===== config.mk =====
export PLATFORM = sky130hd
export DESIGN_NAME = adder_operand_loader_flat
export DESIGN_NICKNAME = d
export VERILOG_FILES = /design/src/rtl/adder_operand_loader_if.sv /design/src/rtl/adder_operand_loader.sv /design/src/flat_wrapper.sv
export SDC_FILE = /design/constraint.sdc
export NUM_CORES = 1
export LEC_CHECK = 0
export CORE_ASPECT_RATIO = 0.5
export CORE_MARGIN = 5
export CORE_UTILIZATION = 47
export DETAILED_ROUTE_END_ITERATION = 6
export PLACE_DENSITY = 0.8
export SETUP_SLACK_MARGIN = 0.15
export SLEW_MARGIN = 20
export SYNTH_ARGS = -nofsm -noshare
export SYNTH_HDL_FRONTEND = slang
export SYNTH_SLANG_ARGS = --single-unit

===== constraint.sdc =====
create_clock -name clk -period 3.85 [get_ports clk]
set_input_delay 0.385 -clock clk [delete_from_list [all_inputs] [get_ports clk]]
set_output_delay 0.385 -clock clk [all_outputs]
set_load 0.05 [all_outputs]

===== src/rtl/adder_operand_loader_if.sv =====
// Operand/result bus between the board-facing loader and the external 4-bit adder.
interface adder_operand_loader_if;
    localparam int unsigned DATA_W  = 4;
    localparam int unsigned STATE_W = 2;

    logic [DATA_W-1:0]  sw;
    logic               load_btn;
    logic [DATA_W-1:0]  sum_in;
    logic [DATA_W-1:0]  a;
    logic [DATA_W-1:0]  b;
    logic [DATA_W-1:0]  result;
    logic               carry;
    logic               done;
    logic [STATE_W-1:0] state;

    // Board/adder side: drives switches, button and the adder's sum.
    modport master (
        output sw, load_btn, sum_in,
        input  a, b, result, carry, done, state
    );

    // Loader side: consumes switches/button/sum, presents operands and result.
    modport slave (
        input  sw, load_btn, sum_in,
        output a, b, result, carry, done, state
    );
endinterface


===== src/rtl/adder_operand_loader.sv =====
// Loads two 4-bit operands from switches on debounced button presses,
// captures the external adder's sum and reconstructs its carry-out.
module adder_operand_loader #(
    parameter int unsigned DB_CYCLES = 4
) (
    input  logic                  clk,
    input  logic                  rst,
    adder_operand_loader_if.slave bus
);

    localparam int unsigned DATA_W = 4;
    localparam int unsigned CNT_W  = 20;
    localparam logic [CNT_W-1:0] DB_LAST = CNT_W'(DB_CYCLES - 1);

    typedef enum logic [1:0] {
        IDLE   = 2'b00,
        HAVE_A = 2'b01,
        CALC   = 2'b10,
        SHOW   = 2'b11
    } state_t;

    logic [1:0]       sync_q;
    logic             btn_sync;
    logic             btn_db_q;
    logic [CNT_W-1:0] db_cnt_q;
    logic             press_q;

    state_t            state_q, state_d;
    logic [DATA_W-1:0] a_q, a_d;
    logic [DATA_W-1:0] b_q, b_d;
    logic [DATA_W-1:0] result_q, result_d;
    logic              carry_q, carry_d;

    assign btn_sync = sync_q[1];

    // Two-flop synchronizer for the asynchronous button level.
    always_ff @(posedge clk) begin
        if (rst) begin
            sync_q <= 2'b00;
        end else begin
            sync_q <= {sync_q[0], bus.load_btn};
        end
    end

    // Debounce: level must differ from btn_db for DB_CYCLES clocks in a row;
    // a rising debounced edge emits a one-cycle press on the following cycle.
    always_ff @(posedge clk) begin
        if (rst) begin
            btn_db_q <= 1'b0;
            db_cnt_q <= '0;
            press_q  <= 1'b0;
        end else begin
            press_q <= 1'b0;
            if (btn_sync == btn_db_q) begin
                db_cnt_q <= '0;
            end else if (db_cnt_q == DB_LAST) begin
                btn_db_q <= btn_sync;
                db_cnt_q <= '0;
                press_q  <= btn_sync;
            end else begin
                db_cnt_q <= db_cnt_q + CNT_W'(1);
            end
        end
    end

    // FSM and datapath registers.
    always_ff @(posedge clk) begin
        if (rst) begin
            state_q  <= IDLE;
            a_q      <= '0;
            b_q      <= '0;
            result_q <= '0;
            carry_q  <= 1'b0;
        end else begin
            state_q  <= state_d;
            a_q      <= a_d;
            b_q      <= b_d;
            result_q <= result_d;
            carry_q  <= carry_d;
        end
    end

    // Next-state and register-update decode; CALC ignores presses.
    always_comb begin
        state_d  = state_q;
        a_d      = a_q;
        b_d      = b_q;
        result_d = result_q;
        carry_d  = carry_q;
        case (state_q)
            IDLE: begin
                if (press_q) begin
                    a_d     = bus.sw;
                    state_d = HAVE_A;
                end
            end
            HAVE_A: begin
                if (press_q) begin
                    b_d     = bus.sw;
                    state_d = CALC;
                end
            end
            CALC: begin
                // A wrapped sum is smaller than either operand exactly when a+b >= 16.
                result_d = bus.sum_in;
                carry_d  = (bus.sum_in < a_q);
                state_d  = SHOW;
            end
            SHOW: begin
                if (press_q) begin
                    a_d     = bus.sw;
                    b_d     = '0;
                    state_d = HAVE_A;
                end
            end
            default: begin
                state_d = IDLE;
            end
        endcase
    end

    // Output drive; done is a pure decode of the state register.
    assign bus.a      = a_q;
    assign bus.b      = b_q;
    assign bus.result = result_q;
    assign bus.carry  = carry_q;
    assign bus.done   = (state_q == SHOW);
    assign bus.state  = state_q;

endmodule


===== src/flat_wrapper.sv =====
// flat-port wrapper written by rule: the top's interface ports become plain ports
module adder_operand_loader_flat 
#(
    parameter int unsigned DB_CYCLES = 4
)
  (clk, rst, bus_sw, bus_load_btn, bus_sum_in, bus_a, bus_b, bus_result, bus_carry, bus_done, bus_state);
  adder_operand_loader_if bus_i ();
  input  logic clk;
  input  logic rst;
  input wire logic [$bits(bus_i.sw)-1:0] bus_sw;
  input wire logic [$bits(bus_i.load_btn)-1:0] bus_load_btn;
  input wire logic [$bits(bus_i.sum_in)-1:0] bus_sum_in;
  output wire logic [$bits(bus_i.a)-1:0] bus_a;
  output wire logic [$bits(bus_i.b)-1:0] bus_b;
  output wire logic [$bits(bus_i.result)-1:0] bus_result;
  output wire logic [$bits(bus_i.carry)-1:0] bus_carry;
  output wire logic [$bits(bus_i.done)-1:0] bus_done;
  output wire logic [$bits(bus_i.state)-1:0] bus_state;
  assign bus_i.sw = bus_sw;
  assign bus_i.load_btn = bus_load_btn;
  assign bus_i.sum_in = bus_sum_in;
  assign bus_a = bus_i.a;
  assign bus_b = bus_i.b;
  assign bus_result = bus_i.result;
  assign bus_carry = bus_i.carry;
  assign bus_done = bus_i.done;
  assign bus_state = bus_i.state;
  adder_operand_loader #(.DB_CYCLES(DB_CYCLES)) u_core (.clk(clk), .rst(rst), .bus(bus_i));
endmodule

==> results of run 1 <==
[where the power goes]
part / internal, mW / switching (mW) / leakage (nW)
clock: 0.126 / 0.138 / 0.0412
sequential: 0.424 / 0.0158 / 0.315
combinational: 0.0833 / 0.137 / 0.309
total: 0.634 / 0.291 / 0.666
[placed cells by master, fill, tap and decap left out, types with 2 or more instances in the layout]
cell / count
dfxtp_1: 39
nor2_1: 32
clkdlybuf4s50_1: 26
inv_1: 15
a21oi_1: 14
xnor2_1: 13
nand3_1: 10
nand2_1: 9
nor4_1: 9
ha_1: 7
mux2i_1: 5
clkbuf_8: 5
a22oi_1: 4
nand4_1: 4
nor3_1: 4
a21o_1: 3
nand2b_1: 3
nor2b_1: 2
[synth_stat cells, drive strengths merged]
cell and n:
dfxtp 39, nor2 32, inv 15, a21oi 14, xnor2 13, nand3 12
nand2 9, nor4 9, ha 7, mux2i 5, a22oi 4, nand4 4
nor3 4, a21o 3, nand2b 3, buf 2, clkbuf 2, nor2b 2
o21ai 2, or4 2, a211oi 1, and3 1, and4 1, nor3b 1
nor4b 1, o211ai 1, o21a 1, o21ba 1, o31ai 1, or3 1
xor2 1
[logic make-up (layout without fill, tap and decap cells)]
group | count (synthesis) | count (layout) | synth area share, %
compound gates | 28 | 28 | 10.1
xor+xnor | 14 | 14 | 7.18
fa+ha+maj | 7 | 7 | 5.13
buf+inv | 19 | 49 | 4.25
flops | 39 | 39 | 45.7
mux | 5 | 5 | 2.93
simple gates | 82 | 82 | 24.6
[state kept, by name (all words and copies together), names as in the netlist]
signal	cells
u_core.btn_db_q	1
u_core.bus.a	4
u_core.bus.b	4
u_core.bus.carry	1
u_core.bus.result	4
u_core.bus.state	2
u_core.db_cnt_q	20
u_core.press_q	1
u_core.sync_q	2
[final cells by class]
class	instances	area, um2
clock buffer	6	72.6
clock inverter	2	12.5
fill	297	1370
inverter	15	56.3
multi-input combinational	136	857
sequential	39	781
tap	51	63.8
timing repair buffer	26	260
[worst min path at each step]
stage / end / slack [ns] / cells after the start
4_1_cts: u_core.sync_q[1] / 0.46 / 1
2_1_floorplan: u_core.sync_q[1] / 0.41 / 1
5_1_grt: u_core.sync_q[1] / 0.47 / 1
3_5_place_dp: u_core.sync_q[1] / 0.44 / 1
6_report: u_core.sync_q[1] / 0.46 / 1
3_3_place_gp: u_core.sync_q[1] / 0.43 / 1
[per-layer routing]
metal | vias to the layer above | share of wire [%]
li1 | 732 | -
met1 | 656 | 47
met2 | 29 | 46
met3 | 5 | 5.3
met4 | 0 | 1.5
met5 | - | 0
[critical path, delay by kind of cell, from the launching register on]
kind / cells / cell delay, ns
buffers and inverters: 1 / 0.82
DFF: 1 / 0.41
adders and majority gates: 1 / 0.22
[metrics by stage]
step / hold slack, ns / utilization [%] / setup slack, ns / instance area [um2]
2_1_floorplan: 0.414 / - / 1.94 / 1710
3_3_place_gp: 0.433 / 58.0 / 1.51 / 2010
3_5_place_dp: 0.436 / 58.1 / 1.82 / 2020
4_1_cts: 0.460 / 60.6 / 1.71 / 2100
5_1_grt: 0.470 / 60.6 / 1.49 / 2100
6_report: 0.459 / 60.6 / 1.73 / 2100
==> results by stage, run 1 <==
Run status:
- The run finished with clean final reports.

GRT:
- The met2 track demand over resource in global routing is 25.6%.
- For this run the aggregate overflow at the end of global routing stands at 0.
- Entering global routing, the biggest net connects 21 pins.
- The initial antenna violation count is 0.
- The global-route wire length before repair is 5750 um.
- Global routing used 17.4% of the available met1 tracks.
- In the global route stage, met3 resource usage came out at 4.59%.
- The most heavily used metal layer in global routing is met2.
- The via count of the first global-routing pass is 1,302.
- The global routing usage summed across all routing layers is 15.0%.

Placed design:
- Routability-driven placement finished with a final weighted congestion of 0.790.
- After detailed placement, the design holds a cell count of 267.
- The total half-perimeter wirelength after legalization and detailed placement is 2460 um.
- In this run the tool buffered the top-level ports with 26 buffer cells.

Floorplan:
- The initial core utilization is 49.2%.
- The die outline height is 52.6 um.
- Row generation in the floorplan step produced 15 rows.
- The die covers 0.00501 mm2.
- The die boundary width is 95.2 um.
- The area inside the core boundary is 0.00347 mm2.
- The top-level I/O count is 27.

Critical path:
- The worst setup path is launched from a flop.
- The number of cells on the worst reg-to-reg path is 5.
- In this run the critical register-to-register path is launched from u_core.db_cnt_q[0].
- In this run the critical register-to-register path is captured at u_core.db_cnt_q[18].
- The signal on the critical path passes through ha_1 -> clkdlybuf4s50_1.
- In this run the worst setup path terminates at bus_done.
- Setup slack on the worst reg-to-reg path comes out at 1.83 ns.
- The data required time at the worst endpoint is 3.46 ns.
- The startpoint of the most critical setup path is u_core.bus.state[0].
- The type of the worst setup path is flop to output pin.
- STA classifies the critical path endpoint as an output pin.
- The slowest stage of the critical path belongs to the cell clkdlybuf4s50_1.
- Along the worst path, the maximum fanout reaches 5.
- The largest single stage delay on the critical path is 0.82 ns.
- The signal arrival time at the worst endpoint is 1.74 ns.

Timing:
- The final-report setup violation count is 0.
- Setup repair after global routing left no endpoint under its margin.
- The clock period minus worst slack is 2.12 ns.
- The max-slew violation count was 0.
- The max-slew headroom at the worst pin is 45.5%.
- On the final layout, the worst clock skew is 0.00385 ns.
- The share of the clock period used by the worst path is 55.1%.
- For the pin with the worst max-slew slack, the measured transition is 0.811 ns.
- The number of endpoints with negative hold slack in the final report is 0.
- For the final routed database, the setup TNS stands at 0 ns.
- The maximum achievable frequency is 472 MHz.

Routing:
- The average via count per standard cell is 5.17.
- For this run, design rule violations remaining after detail routing come to 0.
- For this block, the via count after detailed routing is 1,422.
- The total wire length after detailed routing is 3310 um.
- The first routing iteration left 61 violations.
- The count of nets left with antenna violations once routing finished came out at 0.
- In the final routed layout, each cell accounts on average for 12.0 um.
- Before antenna repair, the detailed router went through 4 iterations.

Clock tree:
- The clock passes through at most 2 buffers.
- The quantity of hold-fixing buffers added after cts is 0.
- The worst-skew pair later-pin latency is 0.29 ns.
- In this run, CTS created clock tree buffers numbering 5.
- The number of gates resized after CTS was 0.
- The CTS root buffer is clkbuf_8.
- TritonCTS built the clock tree.
- The number of H-tree branching levels is 2.
- Counting every sink on the clock net gives 39.
- The number of buffers inserted to repair setup after CTS is 0.
- The register clock-pin slew on the reported worst setup and hold paths is 0.07 ns.

Power:
- For this design the ratio of total power to cell area is 440 mW/mm2.
- The worst vdd rail ir drop is 0.125 mV.
- Overall power consumption after layout is estimated at 925 uW.
- The leakage power is 0.666 nW.

Logic synthesis:
- Sequential cells were found to cover 45.7% of the synthesized design area.
- The dominant cell type by area after synthesis is dfxtp_1.
- During synthesis, Yosys emitted a total of 0 warnings.
- The number of cells produced by synthesis is 194.
- The mean area per synthesized cell is 8.80 um2.
- Synthesis inferred 39 register bits.
- Yosys attributes the largest share of cell area to dfxtp_1 46%, nor2_1 7.0%, xnor2_1 6.7%.
- The unique cell type count in the Yosys netlist is 36.
- After synthesis the cells add up to 0.00171 mm2.
- The post-synthesis net count is 212.
- The portion of synthesized cell area occupied by the leading cell type is 45.7%.

Worst hold path:
- The type of the tightest min-delay check is flop to flop.
- The worst hold path begins at u_core.sync_q[0].

Finish:
- The area growth from synthesis to layout is 23.2%.
- The final layout contains 241 nets.
- The number of antenna diodes in the final layout is 0.
- The number of standard cells in the layout, taps in and fillers out is 275.
- The share of cells above drive strength 1 is 5.36%.

Run:
- Across the run, the number of max-cap violations was 0.
(Power assumes the default switching activity.)
==> run 2: changes to the inputs <==
- PLACE_DENSITY: 0.8 -> 0.83
- clock period: 3.85 -> 1.8 ns (I/O delays scaled with it)
==> results by stage, run 2 (synthesis gave the netlist of run 1 again) <==
Routing:
- The detailed router used layers up to and including met4.
- The average wire per cell in the routed design is 14.3 um.
- The first routing iteration left 78 violations.
- In the detailed route, the total length drawn on met2 is 1960 um.
- The length of the first detailed-routing pass in iterations is 4.
- The final layout contains routed wiring with a total length of 4070 um.
- The total number of vias is 1,530.
- After detailed routing, the met3 layer carries 299 um of wire.
- In this run the remaining antenna-violating nets after routing total 0.
- After detailed routing, the number of vias per cell comes to 5.37.
- For this block, wires on met1 add up to 1710 um.
- In the routed design, unresolved DRC markers number 0.

Critical path:
- The most used cell along the critical path is buf_4.
- Across all register-to-register paths, the minimum setup slack is 0.15 ns.
- The startpoint type of the worst setup path is a flop.
- The type of the worst setup path is flop to flop.
- The startpoint identified for the worst register-to-register timing path is u_core.db_cnt_q[9].
- Data on the critical path is required at its endpoint by 1.98 ns.
- Counting cells, the worst reg-to-reg path comes to 7.
- The signal arrival time at the worst endpoint is 1.83 ns.
- On the critical path, the stage with the largest delay is an instance of dfxtp_4.
- The number of buffer and inverter instances along the worst setup path is 3.
- Broken down by cell family, the worst path's largest delay share belongs to simple AND/OR/NAND/NOR gates.
- The endpoint kind of the worst setup timing path is a flop.
- The endpoint of the worst register-to-register path is u_core.db_cnt_q[2].
- The critical path goes through buf_4 -> nor4_1 -> nand4_1 -> buf_4 -> o21ai_4 -> buf_12 -> nor2_1.
- The startpoint of the most critical setup path is u_core.db_cnt_q[9].
- On the worst path, the slowest cell contributes a delay of 0.36 ns.
- The largest fanout on the critical path is 19.

Clock tree:
- The clock tree from TritonCTS is yes.
- The CTS root buffer is clkbuf_8.
- The register clock-pin slew on the reported worst setup and hold paths is 0.08 ns.
- The number of H-tree branching levels is 2.
- The sink count of the clock tree is 39.
- Clock latency on the worst-skew pair, taken at its later pin, is 0.29 ns.
- Clock tree synthesis inserted a total of 5 buffers.
- In this run, post-CTS hold repair placed 0 buffers.
- The maximum number of buffers from clock root to sink is 2.

Worst hold path:
- The path class of the tightest hold or removal check is primary input to flop.
- The startpoint identified for the worst hold timing path is bus_load_btn.
- The worst hold path cell count is 2.
- The worst hold path terminates at u_core.sync_q[0].

Placed design:
- In this run the cell area measured after placement is 0.00209 mm2.
- The routability congestion estimate from global placement is 0.811.
- The number of port buffers is 26.
- The HPWL after detailed placement is 2620 um.
- In this run, placement finished with an instance count of 273.

Timing:
- The number of endpoints with negative hold slack in the final report is 0.
- The max-slew headroom at the worst pin is 65.7%.
- The worst clock skew is 0.00666 ns.
- The smallest clock period supported by the final layout is computed as 1.65 ns.
- The accumulated negative setup slack is 0 ns.
- For the pin with the worst max-slew slack, the measured transition is 0.514 ns.
- Setup repair after global routing could not meet its margin everywhere.
- The maximum achievable frequency is 608 MHz.
- The tightest hold margin is 0.441 ns.
- The max-slew violation count is 0.
- The worst path uses 91.4% of the clock period.
- Setup violations remaining at the end of the flow were counted as 0.

Finish:
- The register with the most flip-flops in the layout has 20 of them.
- More flip-flops sit in one register than any other, and that register is u_core.db_cnt_q.
- In the final layout, the share of cells above drive strength 1 is 18.8%.
- The most frequent standard cell in the layout excluding fill and tap cells is nor2_1.
- In the layout the commonest cells are 32 x nor2_1, 24 x dfxtp_1, 16 x clkdlybuf4s50_1, 15 x inv_1, 14 x a21oi_1.
- The number of nets at the end of the flow is 251.
- Summing all non-filler instances in the final layout gives an area of 0.00230 mm2.
- Once layout is complete, the cells apart from fillers number 285.
- The area added between synthesis and finish is 34.5%.
- The number of inserted diodes is 0.

GRT:
- Entering global routing, the biggest net connects 20 pins.
- The via count of the first global-routing pass came to 1,453.
- The initial antenna violation count is 0.
- The global-route wire length before repair is 6390 um.
- The aggregate global routing overflow is 0.
- In the global route stage, overall resource usage came out at 16.9%.

Floorplan:
- The die covers 0.00501 mm2.
- The area inside the core boundary is 0.00347 mm2.
- For this configuration, the core starts out at a cell density of 49.2%.
- The die boundary width is 95.2 um.
- The die outline height is 52.6 um.
- The initialized floorplan defines 15 standard-cell rows.
- The top-level I/O count is 27.

Run:
- Across the run, the number of max-cap violations was 0.

Run status:
- The flow ran to the end, and the final reports show no timing, DRC or antenna violations.

Power:
- The internal power of the cells is 1.42 mW.
- The reported net switching power is 641 uW.
- The clock network burns 31.3% of the power.
- The switching power as a share of total power is 31.1%.
- The analysis attributes to cell leakage a power of 0.847 nW.
- The power density normalized to cell area is 898 mW/mm2.
- Combinational cells account for 23.2% of the total power.
- The worst-case IR drop observed on VDD is 0.349 mV.
- The power share of the sequential group is 45.5%.
## run 2: power groups by stage
stage	Sequential, mW	Combinational, mW	Clock (mW)
6_report	0.938	0.478	0.646
5_1_grt	0.945	0.501	0.701
4_1_cts	0.945	0.480	0.656
3_5_place_dp	0.967	0.485	0
3_3_place_gp	0.963	0.470	0
2_1_floorplan	1.11	0.188	0
## run 2: area by class of cell
| class | instances | area [um2] |
|---|---|---|
| fill | 257 | 1180 |
| multi-input combinational | 136 | 906 |
| sequential | 39 | 817 |
| timing repair buffer | 36 | 353 |
| clock buffer | 8 | 100 |
| tap | 51 | 63.8 |
| inverter | 15 | 56.3 |
## run 2: how the worst max path moves through the flow
stage	to	slack [ns]	depth (start not counted)
floorplan	u_core.db_cnt_q[16]	0.11	5
global placement	u_core.db_cnt_q[19]	0.17	6
detailed placement	u_core.db_cnt_q[19]	0.12	4
CTS	u_core.db_cnt_q[2]	0.15	7
global route	u_core.db_cnt_q[3]	0.09	7
finish	u_core.db_cnt_q[2]	0.15	7
## run 2: layer usage
layer | GRT usage (%) | vias up
met2 | 30.8 | 63
met3 | 5.74 | 14
met1 | 18.2 | 705
met4 | 6.46 | 0
li1 | - | 748
met5 | 0 | -
## run 2: per-stage QoR
step | worst slack [ns] | utilization (%) | total power [mW]
5_1_grt | 0.0928 | 66.1 | 2.15
6_report | 0.154 | 66.1 | 2.06
3_3_place_gp | 0.169 | 60.2 | 1.43
4_1_cts | 0.150 | 63.9 | 2.08
3_5_place_dp | 0.121 | 60.2 | 1.45
2_1_floorplan | 0.115 | - | 1.30
## run 2: repair_timing
action | in CTS | in global routing
pin swaps | 0 | 1
endpoints found under the setup margin | 24 | 25
buffers inserted | 2 | 2
gates resized for setup | 13 | 19
==> run 3: changes to the inputs <==
- SETUP_SLACK_MARGIN: 0.15 -> 0.02
==> results by stage, run 3 (synthesis gave the netlist of run 1 again) <==
Run status:
- The run finished with clean final reports.

Clock tree:
- For this design, the sink count on the clock tree is 39.
- Counting the buffers created by CTS gives 5.
- The quantity of hold-fixing buffers added after cts is 0.
- TritonCTS built the clock tree.
- The number of H-tree branching levels is 2.
- After clock tree synthesis, the clock-pin slew on the worst setup and hold paths is 0.07 ns.
- For the worst-skew pair, the clock arrives at the later sink with an insertion delay of 0.29 ns.
- The cell sitting at the root of the clock tree is a clkbuf_8.
- No sink is reached through more buffers than the 2 on the longest clock path.

Floorplan:
- For this configuration, the core starts out at a cell density of 49.2%.
- The area inside the core boundary is 0.00347 mm2.
- The die covers 0.00501 mm2.
- The die outline height is 52.6 um.
- The die boundary width is 95.2 um.
- In this run the count of I/O pins placed on the die edge is 27.
- The initialized floorplan defines 15 standard-cell rows.

Placed design:
- The routability congestion estimate from global placement is 0.868.
- The count of placed standard cells including taps is 273.
- Input and output buffers added on the ports amount to 26.
- Before CTS, the worst setup slack after placement is 0.0860 ns.
- After detailed placement, the total cell area comes to 0.00208 mm2.
- The total half-perimeter wirelength after legalization and detailed placement is 2680 um.

Finish:
- The number of antenna diodes in the final layout is 0.
- The top cell types in the final layout, fill and taps aside, are 36 x dfxtp_1, 32 x nor2_1, 24 x clkdlybuf4s50_1, 15 x inv_1, 14 x a21oi_1.
- The finished cells cover 0.00220 mm2.
- Cells fill 63.3% of the core in the end.
- The flip-flop count of the largest register after layout is 20.
- The register with the most flip-flops is u_core.db_cnt_q.
- The number of nets at the end of the flow is 247.
- The share of cells above drive strength 1 is 11.3%.
- The number of standard cells in the layout, taps in and fillers out is 281.
- The most frequent standard cell in the layout excluding fill and tap cells is dfxtp_1.
- The area added between synthesis and finish is 28.7%.

Critical path:
- At the worst endpoint, the required time is 2.02 ns.
- At the worst endpoint, the arrival time is 1.95 ns.
- The number of cells on the worst reg-to-reg path is 4.
- The endpoint kind of the worst setup timing path is a flop.
- The worst setup path is launched from a flop.
- Of all nets on the critical path, the largest fanout is 4.
- The worst register-to-register path ends at u_core.db_cnt_q[19].
- The critical path is of the flop to flop type.
- The worst register-to-register path begins at u_core.db_cnt_q[9].
- The worst register-to-register path has a setup slack of 0.08 ns.

Worst hold path:
- The worst hold path cell count is 2.
- The endpoint of the worst hold path is u_core.sync_q[0].
- The type of the tightest min-delay check is primary input to flop.
- In this run the most critical hold path is launched from bus_load_btn.

Power:
- The reported net switching power is 633 uW.
- Combinational logic burns 23.3% of the power.
- Across the VDD grid, the largest voltage drop is 0.335 mV.
- The design draws 2.07 mW.
- The relative contribution of the clock network to total power is 31.1%.
- The internal power of the cells is 1.44 mW.
- Of the total power, registers draw 45.6%.
- The power density normalized to cell area is 942 mW/mm2.
- In this run the static leakage power is 0.724 nW.
- The switching power as a share of total power is 30.6%.

Timing:
- Hold is met by 0.440 ns.
- The transition time at the pin with the least slew margin is 0.526 ns.
- In the post-route analysis, the smallest setup slack over all paths is 0.0776 ns.
- Across the routed clock network, the largest skew measured is 0.00776 ns.
- The clock period minus worst slack is 1.72 ns.
- The final-report setup violation count is 0.
- The max-slew violation count is 0.
- Derived from the worst setup path, the maximum achievable clock frequency is 581 MHz.
- The number of endpoints with negative hold slack in the final report is 0.
- Headroom to the max-slew limit came out at 64.9%.
- The accumulated negative setup slack is 0 ns.
- Setup repair after global routing left no endpoint under its margin.
- The share of the clock period used by the worst path is 95.7%.

GRT:
- The initial antenna violation count is 0.
- The via count of the first global-routing pass came to 1,440.
- For this run, the total global-route usage over all layers was measured as 16.2%.
- The global-route wire length before repair is 6200 um.
- Entering global routing, the biggest net connects 20 pins.
- The aggregate global routing overflow is 0.

Run:
- The max-capacitance violation count is 0.

Routing:
- The first routing iteration left 41 violations.
- The detail route stage leaves a number of antenna-violating nets equal to 0.
- The total wire length after detailed routing is 3810 um.
- The average wire per cell in the routed design is 13.6 um.
- The detailed router placed 1,485 vias in this run.
- The average via count per standard cell is 5.28.
- The DRC violation count after routing is 0.
- The first detailed-routing pass took 4 iterations.
-- run 3: cell types whose count changed in the layout (fill, tap and decap cells not counted), sizes merged --
cell           before  now
clkdlybuf4s50      16   24
dlymetal6s2s        5    1
buf                11    7
dlygate4sd2         4    0
-- run 3: worst max-delay path, stage by stage, from the launching register on --
cell     delay (ns)
dfxtp_1        0.44
nand3_2        0.11
or4_4          0.54
or4_1          0.41
a21oi_1        0.15
-- run 3: worst max-delay path by stage --
stage	start	end	slack (ns)	depth (start not counted)
4_1_cts	u_core.db_cnt_q[7]	u_core.db_cnt_q[19]	0.05	4
5_1_grt	u_core.db_cnt_q[0]	u_core.db_cnt_q[2]	0.007	6
3_5_place_dp	u_core.db_cnt_q[7]	u_core.db_cnt_q[19]	0.09	4
2_1_floorplan	u_core.bus.state[1]	u_core.bus.b[0]	0.06	4
6_report	u_core.db_cnt_q[9]	u_core.db_cnt_q[19]	0.08	4
3_3_place_gp	u_core.db_cnt_q[0]	u_core.db_cnt_q[12]	0.14	6
-- run 3: area by class of cell --
class                           count  area (um2)
Clock buffer                        8         100
Fill cell                         275        1270
Inverter                           15        56.3
Multi-Input combinational cell    136         875
Sequential cell                    39         785
Tap cell                           51        63.8
Timing Repair Buffer               32         318
-- run 3: repair_timing --
action / in CTS / in global routing
gates resized for setup: 0 / 7
endpoints found under the setup margin: 0 / 21
setup buffers: 0 / 0
-- run 3: power groups by stage --
stage	Combinational (mW)	Sequential (mW)	Clock, mW
floorplan	0.188	1.10	0
global placement	0.469	0.960	0
detailed placement	0.484	0.964	0
CTS	0.486	0.945	0.653
global route	0.512	0.952	0.703
finish	0.482	0.944	0.644
-- run 3: per-layer routing --
metal | track usage (%) | share of wire [%] | routed length [um] | vias to the layer above
met5 | 0 | 0 | 0 | -
met4 | 9.33 | 2.3 | 89 | 0
met3 | 5.02 | 6.5 | 248 | 9
met2 | 28.5 | 46 | 1760 | 47
met1 | 17.5 | 45 | 1720 | 690
li1 | - | - | - | 739
